[src/rtl/usb_cmd_frame_parser_pkg.sv]
// Shared definitions for the USB command frame parser and its consumers.
// Holds the parser FSM state encoding, the err_code values reported with
// frame_err, the default header bytes, and the checksum accumulate helper,
// so the dispatcher decodes exactly the same values the parser produces.
package usb_cmd_frame_parser_pkg;

  typedef enum logic [2:0] {
    ST_IDLE = 3'd0,
    ST_HDR  = 3'd1,
    ST_CMD  = 3'd2,
    ST_LENH = 3'd3,
    ST_LENL = 3'd4,
    ST_DATA = 3'd5,
    ST_CSUM = 3'd6
  } state_e;

  localparam logic [1:0] ERR_CSUM    = 2'd0;
  localparam logic [1:0] ERR_LEN     = 2'd1;
  localparam logic [1:0] ERR_TIMEOUT = 2'd2;

  localparam logic [7:0] HDR0_DEFAULT = 8'hAA;
  localparam logic [7:0] HDR1_DEFAULT = 8'h55;

  // Frame checksum is a plain mod-256 byte sum.
  function automatic logic [7:0] csum_add(input logic [7:0] acc, input logic [7:0] b);
    return acc + b;
  endfunction

endpackage

[src/rtl/usb_cmd_frame_parser.sv]
// USB CDC command frame parser.
// Delimits frames of the form HDR0 HDR1 CMD LEN_H LEN_L payload[LEN] CSUM from
// an unthrottled byte stream, re-emits command/length/payload and signals the
// outcome of each frame with a one-cycle frame_done or frame_err strobe.
// Ports:
//   clk, rst          : clock, asynchronous active-high reset
//   in_data, in_valid : received byte, one-cycle valid, no backpressure
//   cmd_out, len_out  : command and payload length, held until next frame_start
//   frame_start       : pulse when header, cmd and length were accepted
//   payload_data/valid/idx : payload byte, pulse, 0-based index
//   frame_done        : pulse when the checksum matched
//   frame_err, err_code : abort pulse and reason (checksum, length, timeout)
// All outputs are registered and follow the causing byte by one cycle.
module usb_cmd_frame_parser
  import usb_cmd_frame_parser_pkg::*;
#(
  parameter int unsigned MAX_LEN        = 1024,
  parameter int unsigned TIMEOUT_CYCLES = 60000,
  parameter logic [7:0]  HDR0           = HDR0_DEFAULT,
  parameter logic [7:0]  HDR1           = HDR1_DEFAULT
) (
  input  logic        clk,
  input  logic        rst,
  input  logic [7:0]  in_data,
  input  logic        in_valid,
  output logic [7:0]  cmd_out,
  output logic [15:0] len_out,
  output logic        frame_start,
  output logic [7:0]  payload_data,
  output logic        payload_valid,
  output logic [15:0] payload_idx,
  output logic        frame_done,
  output logic        frame_err,
  output logic [1:0]  err_code
);

  localparam logic [15:0] MAX_LEN_W = 16'(MAX_LEN);
  // Fires on the idle cycle that would bring the count to TIMEOUT_CYCLES.
  localparam logic [15:0] TMO_LIM   = 16'(TIMEOUT_CYCLES - 1);

  state_e      state_q;
  logic [7:0]  cmd_lat_q;
  logic [7:0]  lenh_q;
  logic [7:0]  acc_q;
  logic [15:0] cnt_q;
  logic [15:0] tmo_q;

  logic [7:0]  cmd_out_q;
  logic [15:0] len_out_q;
  logic        frame_start_q;
  logic [7:0]  payload_data_q;
  logic        payload_valid_q;
  logic [15:0] payload_idx_q;
  logic        frame_done_q;
  logic        frame_err_q;
  logic [1:0]  err_code_q;

  logic [15:0] len_s;
  assign len_s = {lenh_q, in_data};

  // Frame FSM with registered output strobes and timeout supervision.
  always_ff @(posedge clk or posedge rst) begin
    if (rst) begin
      state_q         <= ST_IDLE;
      cmd_lat_q       <= 8'd0;
      lenh_q          <= 8'd0;
      acc_q           <= 8'd0;
      cnt_q           <= 16'd0;
      tmo_q           <= 16'd0;
      cmd_out_q       <= 8'd0;
      len_out_q       <= 16'd0;
      frame_start_q   <= 1'b0;
      payload_data_q  <= 8'd0;
      payload_valid_q <= 1'b0;
      payload_idx_q   <= 16'd0;
      frame_done_q    <= 1'b0;
      frame_err_q     <= 1'b0;
      err_code_q      <= 2'd0;
    end else begin
      frame_start_q   <= 1'b0;
      payload_valid_q <= 1'b0;
      frame_done_q    <= 1'b0;
      frame_err_q     <= 1'b0;
      if (in_valid) begin
        // A byte always wins over a timeout landing on the same cycle.
        tmo_q <= 16'd0;
        case (state_q)
          ST_IDLE: begin
            if (in_data == HDR0) state_q <= ST_HDR;
            else                 state_q <= ST_IDLE;
          end
          ST_HDR: begin
            if (in_data == HDR1)      state_q <= ST_CMD;
            else if (in_data == HDR0) state_q <= ST_HDR;  // resync on repeated HDR0
            else                      state_q <= ST_IDLE;
          end
          ST_CMD: begin
            // cmd_out must stay on the previous frame until frame_start.
            cmd_lat_q <= in_data;
            acc_q     <= in_data;
            state_q   <= ST_LENH;
          end
          ST_LENH: begin
            lenh_q  <= in_data;
            acc_q   <= csum_add(acc_q, in_data);
            state_q <= ST_LENL;
          end
          ST_LENL: begin
            if (len_s > MAX_LEN_W) begin
              frame_err_q <= 1'b1;
              err_code_q  <= ERR_LEN;
              state_q     <= ST_IDLE;
            end else begin
              cmd_out_q     <= cmd_lat_q;
              len_out_q     <= len_s;
              frame_start_q <= 1'b1;
              acc_q         <= csum_add(acc_q, in_data);
              cnt_q         <= 16'd0;
              if (len_s == 16'd0) state_q <= ST_CSUM;
              else                state_q <= ST_DATA;
            end
          end
          ST_DATA: begin
            payload_data_q  <= in_data;
            payload_valid_q <= 1'b1;
            payload_idx_q   <= cnt_q;
            acc_q           <= csum_add(acc_q, in_data);
            cnt_q           <= cnt_q + 16'd1;
            if (cnt_q == len_out_q - 16'd1) state_q <= ST_CSUM;
            else                            state_q <= ST_DATA;
          end
          ST_CSUM: begin
            if (in_data == acc_q) begin
              frame_done_q <= 1'b1;
            end else begin
              frame_err_q <= 1'b1;
              err_code_q  <= ERR_CSUM;
            end
            state_q <= ST_IDLE;
          end
          default: state_q <= ST_IDLE;
        endcase
      end else if (state_q != ST_IDLE) begin
        if (tmo_q == TMO_LIM) begin
          frame_err_q <= 1'b1;
          err_code_q  <= ERR_TIMEOUT;
          tmo_q       <= 16'd0;
          state_q     <= ST_IDLE;
        end else begin
          tmo_q <= tmo_q + 16'd1;
        end
      end else begin
        tmo_q <= 16'd0;
      end
    end
  end

  assign cmd_out       = cmd_out_q;
  assign len_out       = len_out_q;
  assign frame_start   = frame_start_q;
  assign payload_data  = payload_data_q;
  assign payload_valid = payload_valid_q;
  assign payload_idx   = payload_idx_q;
  assign frame_done    = frame_done_q;
  assign frame_err     = frame_err_q;
  assign err_code      = err_code_q;

endmodule

[config.mk]
export PLATFORM = sky130hd
export DESIGN_NAME = usb_cmd_frame_parser
export DESIGN_NICKNAME = d
export VERILOG_FILES = /design/src/rtl/usb_cmd_frame_parser_pkg.sv /design/src/rtl/usb_cmd_frame_parser.sv
export SDC_FILE = /design/constraint.sdc
export NUM_CORES = 1
export LEC_CHECK = 0
export ABC_AREA = 1
export BUFFER_PORTS_ARGS = -buffer_cell sky130_fd_sc_hd__clkbuf_2
export CORE_MARGIN = 4
export CORE_UTILIZATION = 45
export CTS_BUF_LIST = sky130_fd_sc_hd__clkbuf_16
export CTS_CLUSTER_SIZE = 25
export DETAILED_ROUTE_END_ITERATION = 10
export HOLD_SLACK_MARGIN = 0.15
export PLACE_DENSITY = 0.77
export SYNTH_ARGS = -nofsm -noshare
export SYNTH_HDL_FRONTEND = slang
export SYNTH_SLANG_ARGS = --single-unit
[constraint.sdc]
create_clock -name clk -period 3.7 [get_ports clk]
set_clock_uncertainty 0.1 [all_clocks]
set_input_delay 0.37 -clock clk [delete_from_list [all_inputs] [get_ports clk]]
set_output_delay 0.37 -clock clk [all_outputs]
set_load 0.01 [all_outputs]
==> metrics.cfg, run 1 <==
[global_routing]
grtUsageTotal_pct=20.0
grt_max_degree=62
grt_pass1_wl_mm=23.7
first_global_vias=4839
overflow=0
antenna_found_initial=0

[critical_path]
worstPathArrival_ns=2.65
cp_top_family=buffers and inverters
cp.required_ns=3.90
crit_buf_inv=5
critPathSlowestCell=dlygate4sd3_1
cp_common_cell=nand2_1
worstSetupEndpointType=flip-flop
criticalPathCategory=in2reg
worstPathCellList=dlygate4sd3_1 > clkbuf_2 > inv_2 > nand2_1 > nor2_1 > nand2_1 > clkinv_1 > nand2_2 > nand2_1 > nand2_1 > nor2_4 > inv_2 > o21ai_1 > a21oi_1
cp-start-kind=input pin
max_stage_delay_ns=0.55
cp_max_fo=20

[synth]
synth_edf_count=0
yosys_warnings=0
synth_top_area_share_pct=46.9
synth_most_common_cell=nand2_1
synth_flop_cell=dfrtp_1
synthCells=747
synth_common_cells=nand2_1, dfrtp_1, o21ai_0
syn_area_um2=6030
synth_area_leaders=dfrtp_1, nand2_1, o21ai_0
synth_area_per_cell_um2=8.07
synth_cell_types=42
yosysTopAreaCell=dfrtp_1
ys_seq_area_share_pct=46.9
ys_seq_elements=113
syn_nets=769
synthArstFlopShare_pct=100

[routing]
firstDrtPassIters=6
ant_nets=0
vias_per_cell=5.15
vias=5164
wire_per_inst_um=14.1
wl_mm=14.2
drc=0
first_iter_violations=476

[timing]
fin_crit_sh_pct=66.4
setup_tns_ns=0
relSlewSlack_pct=52.9
finalSetupViolCount=0
fmax_ghz=0.407
final-hold-violation-count=0
period_needed_ns=2.46
tightest_slew_ns=0.706
slew_viol_final=0
rsz0062_at_grt=no

[power]
p_int_uw=3270
power.share.clock_pct=26.5
p_sw_uw=2110
p_seq_share_pct=38.9
vdd.ir_drop.worst_mv=0.322
power_frac_comb_pct=34.6
p_per_area_nw_per_um2=768
leakage_uw=0.00345
sw_frac_of_total_pct=39.2

[die]
io_pins=65
placementRows=42
die-area_um2=15300
fp.dieH_um=124
start_util_pct=45.7
die-width_um=124
core_area_um2=13200

[place]
hpwl_mm=10.3
portBuffers=64
postPlaceCellArea_um2=6460
dp_cells=970
gp_congestion=0.924

[final_layout]
final.fill_count=1232
finalNetCount=838
multiInputGateArea_um2=2750
drive_gt1_share_pct=18.1
final_area_um2=7000
layout.cells.non_filler=1003
area_delta_synth_final_pct=16.0
regArea_um2=2830
post-route-util_pct=53.1
n_antenna_cell=0

[clock_network]
ctsHoldBuffers=3
cts_sinks=113
clkTransAtPathRegs_ns=0.05
post_cts_buffers=0
clk_path_buf_depth=2
cts_resized=0
root_buffer=clkbuf_16
cts_tree=built
insertion_delay_ns=0.42
cts_buffers=17
h-tree-depth=4

[status]
status=finished clean

[job]
cap_violations=0

[min_path]
holdCritPathClass=in2reg

-- through the flow --
stage	setup slack [ns]	hold slack (ns)	total power [µW]
global placement	1.37	0.348	3920
detailed placement	1.38	0.354	3960
floorplan	0.243	0.325	3350
finish	1.24	0.193	5370
global route	1.01	0.188	5780
CTS	1.27	0.166	5410
-- worst register-to-register path, delay by kind of cell (launching register included) --
kind                   cells  cell delay [ns]
DFF                        1             0.42
buffers and inverters      2             0.34
AOI/OAI and AO/OA          2             0.20
and+or+nand+nor            6             1.09
-- power groups by stage --
stage / Clock (µW) / Sequential, µW / Combinational, µW
global placement: 0 / 2090 / 1820
finish: 1420 / 2090 / 1860
global route: 1510 / 2150 / 2120
floorplan: 0 / 2080 / 1270
CTS: 1450 / 2090 / 1870
detailed placement: 0 / 2100 / 1850
-- area by class of cell --
cell class              instances  area share [%]
flip-flops and latches        113            40.4
clock buffers                  17            6.08
inverters                      83            4.49
repair buffers                 69            5.40
clock inverters                13            1.20
multi-input cells             532            39.3
well taps                     176            3.15
-- registers in the layout, indices dropped and copies added (netlist names), 2 cells and up --
name and cells:
len_out 16, payload_data 8, cmd_lat_q 8, state_q 3, acc_q 8, cmd_out 8, tmo_q 16, cnt_q 16
lenh_q 8, err_code 2, payload_idx 16
-- cells by family after synthesis --
kind of cell,Yosys count,synth area share [%]
and+or+nand+nor,380,29.0
buffers and inverters,102,7.53
xor gates and xnor gates,26,3.78
adders and majority gates,11,2.41
AOI/OAI and AO/OA,115,10.4
DFF,113,46.9
-- metal layers --
metal	share of wire (%)	wire length (µm)	vias up	global-route usage (%)
met4	1.5	208	0	7.20
met2	46	6480	146	30.7
met1	46	6550	2421	27.2
met5	0	0	-	0
met3	6.5	920	23	5.59
li1	-	-	2574	-
-- placed cells by master, fill, tap and decap left out, drive strengths merged, types with 2 or more instances in the layout --
cell type,n
o31ai,5
nor3b,3
nand3b,2
o21ai,81
nor2,71
o211ai,3
nand4,13
inv,85
dlygate4sd3,3
nand2,217
buf,2
a21oi,23
nor3,19
ha,10
clkinv,9
xnor2,10
nand3,48
clkbuf,81
dfrtp,113
nor4,4
or2,2
xor2,16
-- final timing paths --
kind                            startpoint              to  slack [ns]  depth (start not counted)
max in group asynchronous              rst  payload_idx[9]        2.26                          4
worst max-delay path            in_data[1]        cnt_q[2]        1.24                         14
worst min register to register    tmo_q[0]        tmo_q[0]        0.36                          1
worst max register to register   lenh_q[0]        cnt_q[2]        1.43                         10
worst min-delay path            in_data[0]      len_out[0]        0.19                          3
min in group asynchronous              rst        acc_q[5]        0.49                          3
No activity file was read; power rests on OpenSTA's default activity.
==> inputs of run 2 (changes only) <==
--- a/config.mk
+++ b/config.mk
@@ -13,7 +13,7 @@
 export CTS_CLUSTER_SIZE = 25
 export DETAILED_ROUTE_END_ITERATION = 10
 export HOLD_SLACK_MARGIN = 0.15
-export PLACE_DENSITY = 0.77
+export PLACE_DENSITY = 0.75
 export SYNTH_ARGS = -nofsm -noshare
 export SYNTH_HDL_FRONTEND = slang
 export SYNTH_SLANG_ARGS = --single-unit
==> constraint.sdc (replaced) <==
create_clock -name clk -period 2.45 [get_ports clk]
set_clock_uncertainty 0.1 [all_clocks]
set_input_delay 0.245 -clock clk [delete_from_list [all_inputs] [get_ports clk]]
set_output_delay 0.245 -clock clk [all_outputs]
set_load 0.01 [all_outputs]
==> run 2 against run 1 <==
  * Global-route usage grew 0.55 points
  * Sequential power grew 50%
  * Wire length grew 1.8%
  * Combinational power grew 53%
  * First-iteration DRC count shrank 19%
  * Register-to-register slack lost 1.2 ns
  * Sequential share of layout area shrank 0.92 points
  * Sequential cell count is the same
  * Clock power grew 67%
  * Core utilization grew 1.2 points
  * Hold slack gained 0.16 ns
  * Non-clock buffer count grew 12
  * Critical path type is now reg2reg
  * Critical endpoint is now state_q[0]
  * Largest power group unchanged
  * Highest routed layer unchanged
==> metrics.cfg, run 2 (same netlist as run 1, synthesis figures left out) <==
[status]
status=finished clean

[global_routing]
grt_pass1_wl_mm=24.5  ; +3.4%
overflow=0  ; unchanged
antenna_found_initial=0  ; unchanged
grt_max_degree=114  ; +84%
first_global_vias=5111  ; +5.6%
busiest_layer=met2
grtUsageTotal_pct=20.6  ; +0.55 points
grt_use_met1_pct=27.6  ; +0.38 points
grt_util_met3_pct=6.13  ; +0.54 points
use_met2_pct=31.2  ; +0.51 points

[timing]
slew_viol_final=0  ; unchanged
fin_crit_sh_pct=90.1
post-route-worst-setup-slack_ns=0.242  ; -1.00 ns
period_needed_ns=2.21
final-hold-violation-count=0  ; unchanged
tightest_slew_ns=0.713  ; +0.00755 ns
rsz0062_at_grt=no
finalSetupViolCount=0  ; unchanged
setup_tns_ns=0  ; unchanged
relSlewSlack_pct=52.4  ; -0.50 points
fmax_ghz=0.453

[place]
gp_congestion=0.902  ; -2.4%
portBuffers=64  ; unchanged
hpwl_mm=10.3  ; -0.67%
preCtsSetupSlack_ns=0.274  ; -1.10 ns

[power]
p_per_area_nw_per_um2=1170  ; +52%
power_frac_comb_pct=34.1  ; -0.5 points
p_seq_share_pct=37.5  ; -1.4 points
sw_frac_of_total_pct=38.1  ; -1.1 points
p_int_uw=5170  ; +58%
power.share.clock_pct=28.4  ; +1.9 points
vdd.ir_drop.worst_mv=0.571  ; +78%
p_sw_uw=3180  ; +51%
leakage_uw=0.00353  ; +2.4%

[critical_path]
worstPathCellList=inv_1 > ha_2 > nand3_1 > nor2_4 > xor2_1 > o21ai_0 > nor2_1 > nand3_1 > nand2_1 > nand2_1 > nand2_1 > nand2_1
criticalPathCategory=reg2reg
worstPathArrival_ns=2.41  ; -0.24 ns
critPathSlowestCell=dfrtp_1
cp-start-kind=flip-flop
cp_common_cell=nand2_1
cp.required_ns=2.66  ; -1.24 ns
cp_max_fo=6  ; -70%
worstSetupEndpointType=flip-flop
max_stage_delay_ns=0.40  ; -0.15 ns

[job]
cap_violations=0  ; unchanged

[die]
die-area_um2=15300  ; unchanged
core_area_um2=13200  ; unchanged
fp.dieH_um=124  ; unchanged
placementRows=42  ; unchanged
io_pins=65  ; unchanged
die-width_um=124  ; unchanged
start_util_pct=45.7  ; unchanged

[min_path]
holdCritPathClass=reg2reg

[clock_network]
clk_path_buf_depth=2  ; unchanged
root_buffer=clkbuf_16
cts_sinks=113  ; unchanged
post_cts_buffers=0  ; unchanged
clkTransAtPathRegs_ns=0.05  ; about the same
h-tree-depth=4  ; unchanged
insertion_delay_ns=0.42  ; about the same
cts_tree=built
cts_buffers=17  ; unchanged

[final_layout]
area_delta_synth_final_pct=18.7
finalNetCount=850  ; +1.4%
final.fill_count=1213  ; -1.5%
final_common_cell=nand2_1
multiInputGateArea_um2=2750  ; about the same
final_cell_mix=nand2_1, dfrtp_1, o21ai_0
drive_gt1_share_pct=18.6  ; +0.43 points
n_antenna_cell=0  ; unchanged
regArea_um2=2830  ; unchanged

[routing]
vias=5212  ; +0.93%
drc=0  ; unchanged
wl_mm=14.4  ; +1.8%
ant_nets=0  ; unchanged
firstDrtPassIters=5  ; -1
first_iter_violations=384  ; -19%
wire_per_inst_um=14.2  ; +0.48%
vias_per_cell=5.13  ; -0.36%

-- run 2: cell types whose count changed in the layout (fill, tap and decap cells not counted), moves of 2 or more --
cell           delta
dlygate4sd3_1     +7
buf_4             +5
bufinv_16         +2
inv_1             +2
-- run 2: power by group through the flow --
stage	clock, µW	sequential, µW	combinational [µW]
6_report	2370	3140	2850
3_3_place_gp	0	3140	2770
3_5_place_dp	0	3150	2820
5_1_grt	2510	3230	3270
4_1_cts	2410	3130	2850
2_1_floorplan	0	3150	1910
-- run 2: area by class of cell --
| cell class | count | share of cell area [%] |
|---|---|---|
| multi-input cells | 532 | 38.4 |
| clock buffers | 17 | 5.94 |
| flip-flops and latches | 113 | 39.5 |
| repair buffers | 81 | 6.78 |
| well taps | 176 | 3.08 |
| inverters | 83 | 4.40 |
| clock inverters | 14 | 1.89 |
-- run 2: path summary, 6_finish.rpt --
check | start | end | slack [ns] | depth (start not counted)
setup / recovery | len_out[0] | state_q[0] | 0.24 | 12
hold / removal | tmo_q[0] | tmo_q[0] | 0.36 | 1
setup reg to reg | len_out[0] | state_q[0] | 0.24 | 12
hold reg to reg | tmo_q[0] | tmo_q[0] | 0.36 | 1
max in group asynchronous | rst | err_code[0] | 1.33 | 4
min in group asynchronous | rst | acc_q[3] | 0.40 | 4
-- run 2: layer usage --
layer / wire length (µm) / share of wire (%) / vias up
met3: 770 / 5.3 / 27
met1: 6810 / 47 / 2458
li1: - / - / 2592
met2: 6540 / 45 / 135
met5: 0 / 0 / -
met4: 300 / 2.1 / 0
-- run 2: metrics by stage --
stage | utilization, % | area [µm²] | power (µW) | instances | hold slack, ns
2_1_floorplan | - | 6030 | 5060 | 747 | 0.266
3_3_place_gp | 49.3 | 6500 | 5910 | 975 | 0.347
3_5_place_dp | 49.3 | 6500 | 5980 | 975 | 0.358
4_1_cts | 54.3 | 7160 | 8390 | 1016 | 0.364
5_1_grt | 54.3 | 7160 | 9010 | 1016 | 0.400
6_report | 54.3 | 7160 | 8350 | 1016 | 0.356
-- run 2: repair_timing --
action / CTS / global route
hold buffers: 10 / 0
endpoints found under the hold margin: 149 / 0
resized for setup: 0 / 1
setup endpoints to repair: 0 / 1
-- run 2: worst max-delay path, delay by kind of cell, from the launching register on --
kind,cells,cell delay [ns]
AO/OA/AOI/OAI,1,0.12
flip-flops,1,0.40
XOR/XNOR,1,0.14
AND/OR/NAND/NOR,8,0.89
adder cells (fa/ha/maj),1,0.26
buffers and inverters,1,0.19
